File: config.mk
export PLATFORM = sky130hd
export DESIGN_NAME = uart_debug_rx
export DESIGN_NICKNAME = d
export VERILOG_FILES = /design/src/rtl/uart_debug_pkg.sv /design/src/rtl/uart_sync_2ff.sv /design/src/rtl/uart_debug_rx.sv
export SDC_FILE = /design/constraint.sdc
export NUM_CORES = 1
export LEC_CHECK = 0
export BUFFER_PORTS_ARGS = -buffer_cell sky130_fd_sc_hd__buf_2
export CORE_MARGIN = 5
export CORE_UTILIZATION = 60
export CTS_CLUSTER_SIZE = 14
export DETAILED_ROUTE_END_ITERATION = 6
export GPL_TIMING_DRIVEN = 0
export PLACE_DENSITY = 0.81
export SYNTH_ARGS = -nofsm -noshare
export SYNTH_HDL_FRONTEND = slang
export SYNTH_HIERARCHICAL = 1
export SYNTH_SLANG_ARGS = --single-unit
File: constraint.sdc
create_clock -name clk -period 6 [get_ports clk]
set_input_delay 0.9 -clock clk [delete_from_list [all_inputs] [get_ports clk]]
set_output_delay 0.9 -clock clk [all_outputs]
set_load 0.005 [all_outputs]
File: src/rtl/uart_debug_pkg.sv
// Shared debug-UART definitions: rx state encoding, baud divider derivation, data width.
// Latency: none (types, constants and pure functions only).
// Backpressure: not applicable.
package uart_debug_pkg;

    localparam int DATA_BITS = 8;

    typedef enum logic [2:0] {
        IDLE   = 3'd0,
        START  = 3'd1,
        DATA   = 3'd2,
        PARITY = 3'd3,
        STOP   = 3'd4
    } rx_state_t;

    // Clocks per bit; the pairing requires CLK_FREQ to be an integer multiple of BAUD_RATE.
    function automatic int calc_clk_div(input int clk_freq, input int baud_rate);
        return clk_freq / baud_rate;
    endfunction

    // Clocks from the detected falling edge to the middle of the start bit.
    function automatic int calc_half(input int clk_freq, input int baud_rate);
        return calc_clk_div(clk_freq, baud_rate) / 2;
    endfunction

endpackage

File: src/rtl/uart_sync_2ff.sv
// Two-flop synchronizer for a single asynchronous input bit.
// Latency: 2 clk from d to q.
// Backpressure: none; samples every cycle.
module uart_sync_2ff #(
    parameter logic RST_VAL = 1'b1
) (
    input  logic clk,
    input  logic rst_n,
    input  logic d,
    output logic q
);

    logic meta;

    // Resolve metastability over two stages; reset to the line's idle level.
    always_ff @(posedge clk or negedge rst_n) begin
        if (!rst_n) begin
            meta <= RST_VAL;
            q    <= RST_VAL;
        end else begin
            meta <= d;
            q    <= meta;
        end
    end

endmodule

File: src/rtl/uart_debug_rx.sv
// Debug UART receiver: 8N1 (8E1 when UART_DEBUG_RX_PARITY_EN is defined) serial line to bytes.
// Latency: valid_out/frame_err 1 clk after the mid-stop-bit sample (~9.5 bit times + 3 clk).
// Backpressure: none; each byte is pulsed once on valid_out and must be taken that cycle.
module uart_debug_rx
    import uart_debug_pkg::*;
#(
    parameter int BAUD_RATE = 115200,
    parameter int CLK_FREQ  = 100000000
) (
    input  logic                 clk,
    input  logic                 rst_n,
    input  logic                 rx,
    output logic [DATA_BITS-1:0] data_out,
    output logic                 valid_out,
    output logic                 frame_err,
    output logic                 busy
);

    localparam int          CLK_DIV = calc_clk_div(CLK_FREQ, BAUD_RATE);
    localparam int          HALF    = calc_half(CLK_FREQ, BAUD_RATE);
    localparam logic [15:0] DIV_M1  = 16'(CLK_DIV - 1);
    localparam logic [15:0] HALF_M1 = 16'(HALF - 1);

    logic                 rx_s;
    rx_state_t            state;
    logic [15:0]          clk_cnt;
    logic [2:0]           bit_idx;
    logic [DATA_BITS-1:0] shift_reg;
`ifdef UART_DEBUG_RX_PARITY_EN
    logic                 par_bad;
`endif

    // Idle-high reset value keeps a reset release from looking like a start bit.
    uart_sync_2ff #(
        .RST_VAL (1'b1)
    ) u_sync (
        .clk   (clk),
        .rst_n (rst_n),
        .d     (rx),
        .q     (rx_s)
    );

    // Frame FSM: mid-bit sampling, shift register and registered strobes/busy.
    always_ff @(posedge clk or negedge rst_n) begin
        if (!rst_n) begin
            state     <= IDLE;
            clk_cnt   <= 16'd0;
            bit_idx   <= 3'd0;
            shift_reg <= '0;
            data_out  <= '0;
            valid_out <= 1'b0;
            frame_err <= 1'b0;
            busy      <= 1'b0;
`ifdef UART_DEBUG_RX_PARITY_EN
            par_bad   <= 1'b0;
`endif
        end else begin
            valid_out <= 1'b0;
            frame_err <= 1'b0;
            case (state)
                IDLE: begin
                    if (!rx_s) begin
                        state   <= START;
                        busy    <= 1'b1;
                        clk_cnt <= 16'd0;
                    end
                end
                START: begin
                    if (clk_cnt == HALF_M1) begin
                        clk_cnt <= 16'd0;
                        if (!rx_s) begin
                            state   <= DATA;
                            bit_idx <= 3'd0;
`ifdef UART_DEBUG_RX_PARITY_EN
                            par_bad <= 1'b0;
`endif
                        end else begin
                            // Line back high at mid start bit: treat as noise, no flag.
                            state <= IDLE;
                            busy  <= 1'b0;
                        end
                    end else begin
                        clk_cnt <= clk_cnt + 16'd1;
                    end
                end
                DATA: begin
                    if (clk_cnt == DIV_M1) begin
                        // LSB arrives first, so shifting right leaves it at bit 0.
                        shift_reg <= {rx_s, shift_reg[DATA_BITS-1:1]};
                        clk_cnt   <= 16'd0;
                        bit_idx   <= bit_idx + 3'd1;
                        if (bit_idx == 3'(DATA_BITS - 1)) begin
`ifdef UART_DEBUG_RX_PARITY_EN
                            state <= PARITY;
`else
                            state <= STOP;
`endif
                        end
                    end else begin
                        clk_cnt <= clk_cnt + 16'd1;
                    end
                end
`ifdef UART_DEBUG_RX_PARITY_EN
                PARITY: begin
                    if (clk_cnt == DIV_M1) begin
                        // Even parity: the parity bit equals the XOR of the data bits.
                        par_bad <= (rx_s != ^shift_reg);
                        clk_cnt <= 16'd0;
                        state   <= STOP;
                    end else begin
                        clk_cnt <= clk_cnt + 16'd1;
                    end
                end
`endif
                STOP: begin
                    if (clk_cnt == DIV_M1) begin
                        clk_cnt <= 16'd0;
                        state   <= IDLE;
                        busy    <= 1'b0;
`ifdef UART_DEBUG_RX_PARITY_EN
                        if (rx_s && !par_bad) begin
`else
                        if (rx_s) begin
`endif
                            data_out  <= shift_reg;
                            valid_out <= 1'b1;
                        end else begin
                            frame_err <= 1'b1;
                        end
                    end else begin
                        clk_cnt <= clk_cnt + 16'd1;
                    end
                end
                default: begin
                    state <= IDLE;
                    busy  <= 1'b0;
                end
            endcase
        end
    end

endmodule

* After elaboration in Yosys (flattened, before gate mapping)
Cells that the tools add are included.
** Storage, ports and cells
- ROM bits :: 0
- Register bits :: 43
- Input bits :: 3
- Bits in latches :: 0
- Output and inout bits :: 11
- Memory bits (writable) :: 0
- Memories :: 0
** Cells by class
- Reduce and logical (&&, ||, !) cells :: 10
- Order comparisons :: 0
- Bitwise operators :: 1
- Shift-type cells :: 0
- Div/mod/pow operators :: 0
- Multipliers :: 0
- Mux-type cells :: 26
- Equal/unequal tests :: 13
- Add/sub/neg operators :: 2
** Operator list (number)
- 16-bit 2-to-1 mux :: 3
- 16-bit one-hot mux with 3 select lines :: 1
- 3-bit 2-to-1 mux :: 8
- 16-bit by 1-bit adder with 16-bit output (second input constant) :: 1
- 16-bit by 10-bit equality test with 1-bit output (second input constant) :: 1
- 16-bit by 9-bit equality test with 1-bit output (second input constant) :: 1
- 2-bit inequality test (second input constant) :: 6
- 3-bit one-hot mux with 4 select lines :: 1
- 1-bit 2-to-1 mux :: 10
- 5-bit AND reduction :: 2
- 3-bit equality test (second input constant) :: 2
- 3-bit one-hot mux with 2 select lines :: 1
- 1-bit one-hot mux with 4 select lines :: 1
- 2-bit AND reduction :: 2
- 4-bit AND reduction :: 1
- 3-bit by 1-bit adder with 3-bit output (second input constant) :: 1
- 3-bit by 1-bit equality test with 1-bit output (second input constant) :: 1
- 3-bit by 2-bit equality test with 1-bit output (second input constant) :: 1
- 3-bit zero test :: 1
- 3-bit AND reduction :: 1
- 3-bit nonzero test :: 1
- 2-bit 2-to-1 mux :: 1
- 2-bit by 1-bit inequality test with 1-bit output (second input constant) :: 1
- 2-bit nonzero test :: 1
- 2 further kinds :: 2

* Longest topological paths before layout
- Word-level depth :: 4
- Depth in mapped cells :: 8
- Depth with buffers taken out :: 7

* By module
Netlist, hierarchy kept.
** Modules (own cells, without submodules)
- uart_debug_rx :: area each 2084.5 sq um, cells an instance 191, seq. area each 1026.0 sq um, times used 1
- uart_sync_2ff :: area each 52.6 sq um, cells an instance 2, seq. area each 52.6 sq um, times used 1

* Worst setup path before layout
No wires, ideal clock.
- Kind :: reg-to-reg
- Start point :: register clk_cnt[1]
- End point :: register clk_cnt[6]
- Library setup time :: 124 ps
- Path slack :: 4112 ps
- Data arrival time :: 1764 ps
- Required time :: 5876 ps
- Period minus slack after synthesis :: 1888 ps
- Cell stages (with the launch flop) :: 9
- Cell sequence :: dfrtp_1 > inv_1 > ha_1 > nor4bb_1 > nand4_2 > a22oi_4 > buf_6 > nor3_1 > a211o_1
** Between the ends
- Word-level cells in the longest chain between the ends :: 3
** RTL lines
- start: declaration :: RTL line uart_debug_rx.sv:26 : logic [15:0] clk_cnt;
- start signal: assignment :: RTL line uart_debug_rx.sv:83 : clk_cnt <= clk_cnt + 16'd1;
- start signal: assignment :: RTL line uart_debug_rx.sv:100 : clk_cnt <= clk_cnt + 16'd1;
- start signal: assignment :: RTL line uart_debug_rx.sv:131 : clk_cnt <= clk_cnt + 16'd1;
- 16-bit by 1-bit adder with 16-bit output, or another cell as far along :: RTL line uart_debug_rx.sv:83, uart_debug_rx.sv:100, uart_debug_rx.sv:131
- 16-bit 2-to-1 mux (on tied branches) :: RTL line uart_debug_rx.sv:87, uart_debug_rx.sv:116, uart_debug_rx.sv:69
- 16-bit one-hot mux with 3 select lines (*) :: RTL line uart_debug_rx.sv:60 : case (state)
Mark *: on every way between the ends. The rest lies on a longest branch, timed or not.
A chain may end at the register's enable or synchronous reset.

* Worst setup path after layout
- Start point :: register clk_cnt[2]
- End point :: register shift_reg[0]
** Between the ends
- Word-level cells in the longest chain between the ends :: 2
** RTL lines
- 16-bit by 10-bit equality test with 1-bit output :: RTL line uart_debug_rx.sv:87 : if (clk_cnt == DIV_M1) begin
- 2-bit AND reduction (no line)
- end signal: assignment :: RTL line uart_debug_rx.sv:89 : shift_reg <= {rx_s, shift_reg[DATA_BITS-1:1]};
- end: declaration :: RTL line uart_debug_rx.sv:28 : logic [DATA_BITS-1:0] shift_reg;
No other way between the ends.

==> results by group <==
Cells and area
  – Most frequent cells in the layout: 41 x dfrtp_1, 17 x nand2_1, 16 x mux2_2
  – Most common cell after layout, fill and taps aside: dfrtp_1
  – Nets: 220
  – Antenna Cells: 0
  – Final core utilization: 69.1%
  – Cell area after layout: 2340 µm²
  – Share of cells above drive strength 1: 24.8%
  – Layout area overhead: 9.54%
  – Fill cells: 266
  – Max reg flops: 16

Critical path
  – Worst reg2reg endpoint: shift_reg[0]
  – Reg-to-reg setup timing slack: 3.86 ns
  – Maximum fanout along the worst path: 10
  – Critical Path End Type: flop
  – Critical Path AT: 2.40 ns
  – Worst EP required: 6.25 ns
  – Critical Path Start Type: flop
  – R2r startpoint: clk_cnt[2]
  – Worst Path Class, Setup: flop to flop
  – Cells on worst reg2reg path: 4
  – Crit path launch: clk_cnt[2]

Yosys
  – Synthesized area: 2140 µm²
  – Synth Area in XOR/XNOR: 2.05%
  – Mux share of post-synthesis cell area: 9.84%
  – Largest family of logic cells by synthesized area: simple AND/OR/NAND/NOR gates
  – Area share of the largest cell type after synthesis: 48.0%
  – Avg Cell Area, Syn: 11.1 µm²
  – EDFF count, synth: 0
  – Synth cell types: 47
  – Async SR Flop Fraction: 100%
  – Seq/Total Area, Yosys: 50.5%
  – Main flop type after synthesis: dfrtp_1
  – Area leader, netlist: dfrtp_1
  – Largest cells by area after synthesis: dfrtp_1 48%, mux2_2 8.4%, nand2_1 3.0%
  – Adder-cell share of the synthesized area: 2.34%
  – Yosys reg bits: 43
  – Simple-gate share of the synthesized area: 22.6%
  – Post-Synthesis Cells: 193
  – Compound-Gate Fraction of Synth Area: 9.84%
  – Number of warnings issued by yosys: 6
  – Syn Nets: 200

Pwr
  – Sequential share of power: 60.7%
  – Leak pwr: 1.18 nW
  – P per Cell Area: 205 nW/µm²
  – Clock Power Share: 37.8%
  – Internal power: 0.380 mW
  – Net Sw Frac: 20.9%
  – Worst vdd ir: 0.174 mV
  – Comb power frac: 1.5%
  – Psw: 0.100 mW

Clock tree
  – Num CTS Buffers: 5
  – CTS clk-pin slew, worst paths: 0.12 ns
  – H-tree depth: 2
  – Clock sinks: 43
  – Cts hold-fix bufs: 0
  – Clock root cell: clkbuf_4
  – CTS max path bufs: 2
  – Post-CTS setup buffers: 0
  – CTS tree: built
  – Post_cts resized: 0
  – Clock Latency Late Sink: 0.36 ns

Timing
  – Unrepaired setup endpoints after global routing: false
  – Final TNS setup: 0 ns
  – Max-slew violations: 0
  – Final period util: 35.7%
  – Minimum period implied by the final worst setup slack: 2.14 ns
  – Worst Setup Slack, final: 3.86 ns
  – Achievable Freq: 467 MHz
  – Measured slew at the worst slew-check pin: 0.915 ns
  – Clk_skew: 0.00675 ns
  – Count of endpoints failing setup in the final report: 0
  – Max_slew headroom: 39.0%
  – Final Hold Fails: 0

Routing
  – Drt drc: 0
  – 1st-iter DRT viols: 193
  – 1st-pass router iterations: 4
  – Number of vias per cell: 5.82
  – DR WL/cell: 14.9 µm
  – Antenna viol nets, final: 0
  – DR vias: 1514
  – Total Routed Length: 3870 µm

Hold path
  – Worst hold endpoint: u_sync/q
  – WHS Path Cells: 0
  – HP Class: flop to flop
  – Min-Delay Startpoint: u_sync/meta

Die
  – DIE HEIGHT: 69.7 µm
  – Initial Utilization: 63.0%
  – Standard-cell rows: 21
  – Die Footprint: 4860 µm²
  – Chip Width: 69.7 µm
  – Area of the core: 3390 µm²
  – Number of I/O pins: 14

Place
  – Port buffer count: 13
  – RD Place Congestion: 0.829
  – Placed instance area: 2260 µm²
  – Dpl hpwl: 2820 µm
  – Dpl ws: 3.86 ns

Global route
  – Largest net degree at the start of global routing: 44
  – Global-route wire length before repair: 7010 µm
  – All-Layer GR Usage: 17.8%
  – Initial antenna violation count: 0
  – Vias in the first global route: 1551
  – Total gr overflow: 0

Run
  – Max Cap Viol: 0

Outcome
  – Outcome: completed
## critical path: stages (launching register included)
cell     delay, ns
dfrtp_1       0.49
nor4_4        0.39
nand4_4       0.27
nor2_2        0.49
mux2_2        0.40
## Yosys cell counts (2+ instances only)
library cell	count
nor2_1	15
a21o_1	5
clkbuf_1	3
ha_1	4
nor2b_1	3
or3_1	2
nor3_1	7
nand2_1	17
nor4_4	2
o21ai_0	7
nand3b_1	2
nand3_1	6
a22o_1	2
dfrtp_1	41
nor4_1	2
xnor2_1	4
a21oi_1	6
or3b_2	2
inv_1	6
mux2i_1	3
and3_1	6
o22ai_1	3
mux2_2	16
nand4_1	3
dfstp_2	2
o22a_1	2
o211ai_1	2
## cells by family (layout without fill, tap and decap cells)
kind of cell             Yosys count  count (layout)
XOR/XNOR                           5               5
adder cells (fa/ha/maj)            4               4
flip-flops                        43              43
buffers and inverters             13              34
multiplexers                      19              19
AND/OR/NAND/NOR                   79              79
AO/OA/AOI/OAI                     30              30
## worst max path at each step
stage / end / depth (start not counted)
after floorplan: clk_cnt[6] / 8
after global placement: clk_cnt[6] / 8
after detailed placement: shift_reg[0] / 4
after CTS: shift_reg[5] / 4
after global routing: shift_reg[4] / 4
final: shift_reg[0] / 4
## per-stage QoR
| stage | hold WS [ns] | power, mW | std cells |
|---|---|---|---|
| after CTS | 0.367 | 0.485 | 260 |
| after floorplan | 0.345 | 0.298 | 193 |
| after global placement | 0.347 | 0.304 | 252 |
| after detailed placement | 0.348 | 0.305 | 252 |
| final | 0.365 | 0.480 | 260 |
| after global routing | 0.373 | 0.501 | 260 |
## power groups by stage
stage / registers (mW) / clock network, mW / logic (mW)
2_1_floorplan: 0.297 / 0 / 0.00123
3_3_place_gp: 0.297 / 0 / 0.00734
3_5_place_dp: 0.297 / 0 / 0.00773
4_1_cts: 0.292 / 0.186 / 0.00771
5_1_grt: 0.292 / 0.200 / 0.00891
6_report: 0.292 / 0.181 / 0.00728
## layer usage
layer | vias to the layer above | GRT usage [%] | share of wire (%)
li1 | 734 | - | -
met1 | 732 | 22.8 | 45
met2 | 39 | 29.0 | 49
met3 | 9 | 3.91 | 4.7
met4 | 0 | 7.45 | 1.7
met5 | - | 0 | 0
## final cells by class
type                    instances  area, µm²  area share, %
plain buffers                   7       38.8           1.66
clock buffers                   5       37.5           1.60
clock inverters                 3       43.8           1.87
inverters                       6       22.5          0.962
multi-input cells             137        997           42.6
flip-flops and latches         43       1080           46.1
well taps                      46       57.6           2.46
repair buffers                 13       65.1           2.78
Power figures use the tool's default switching activity.
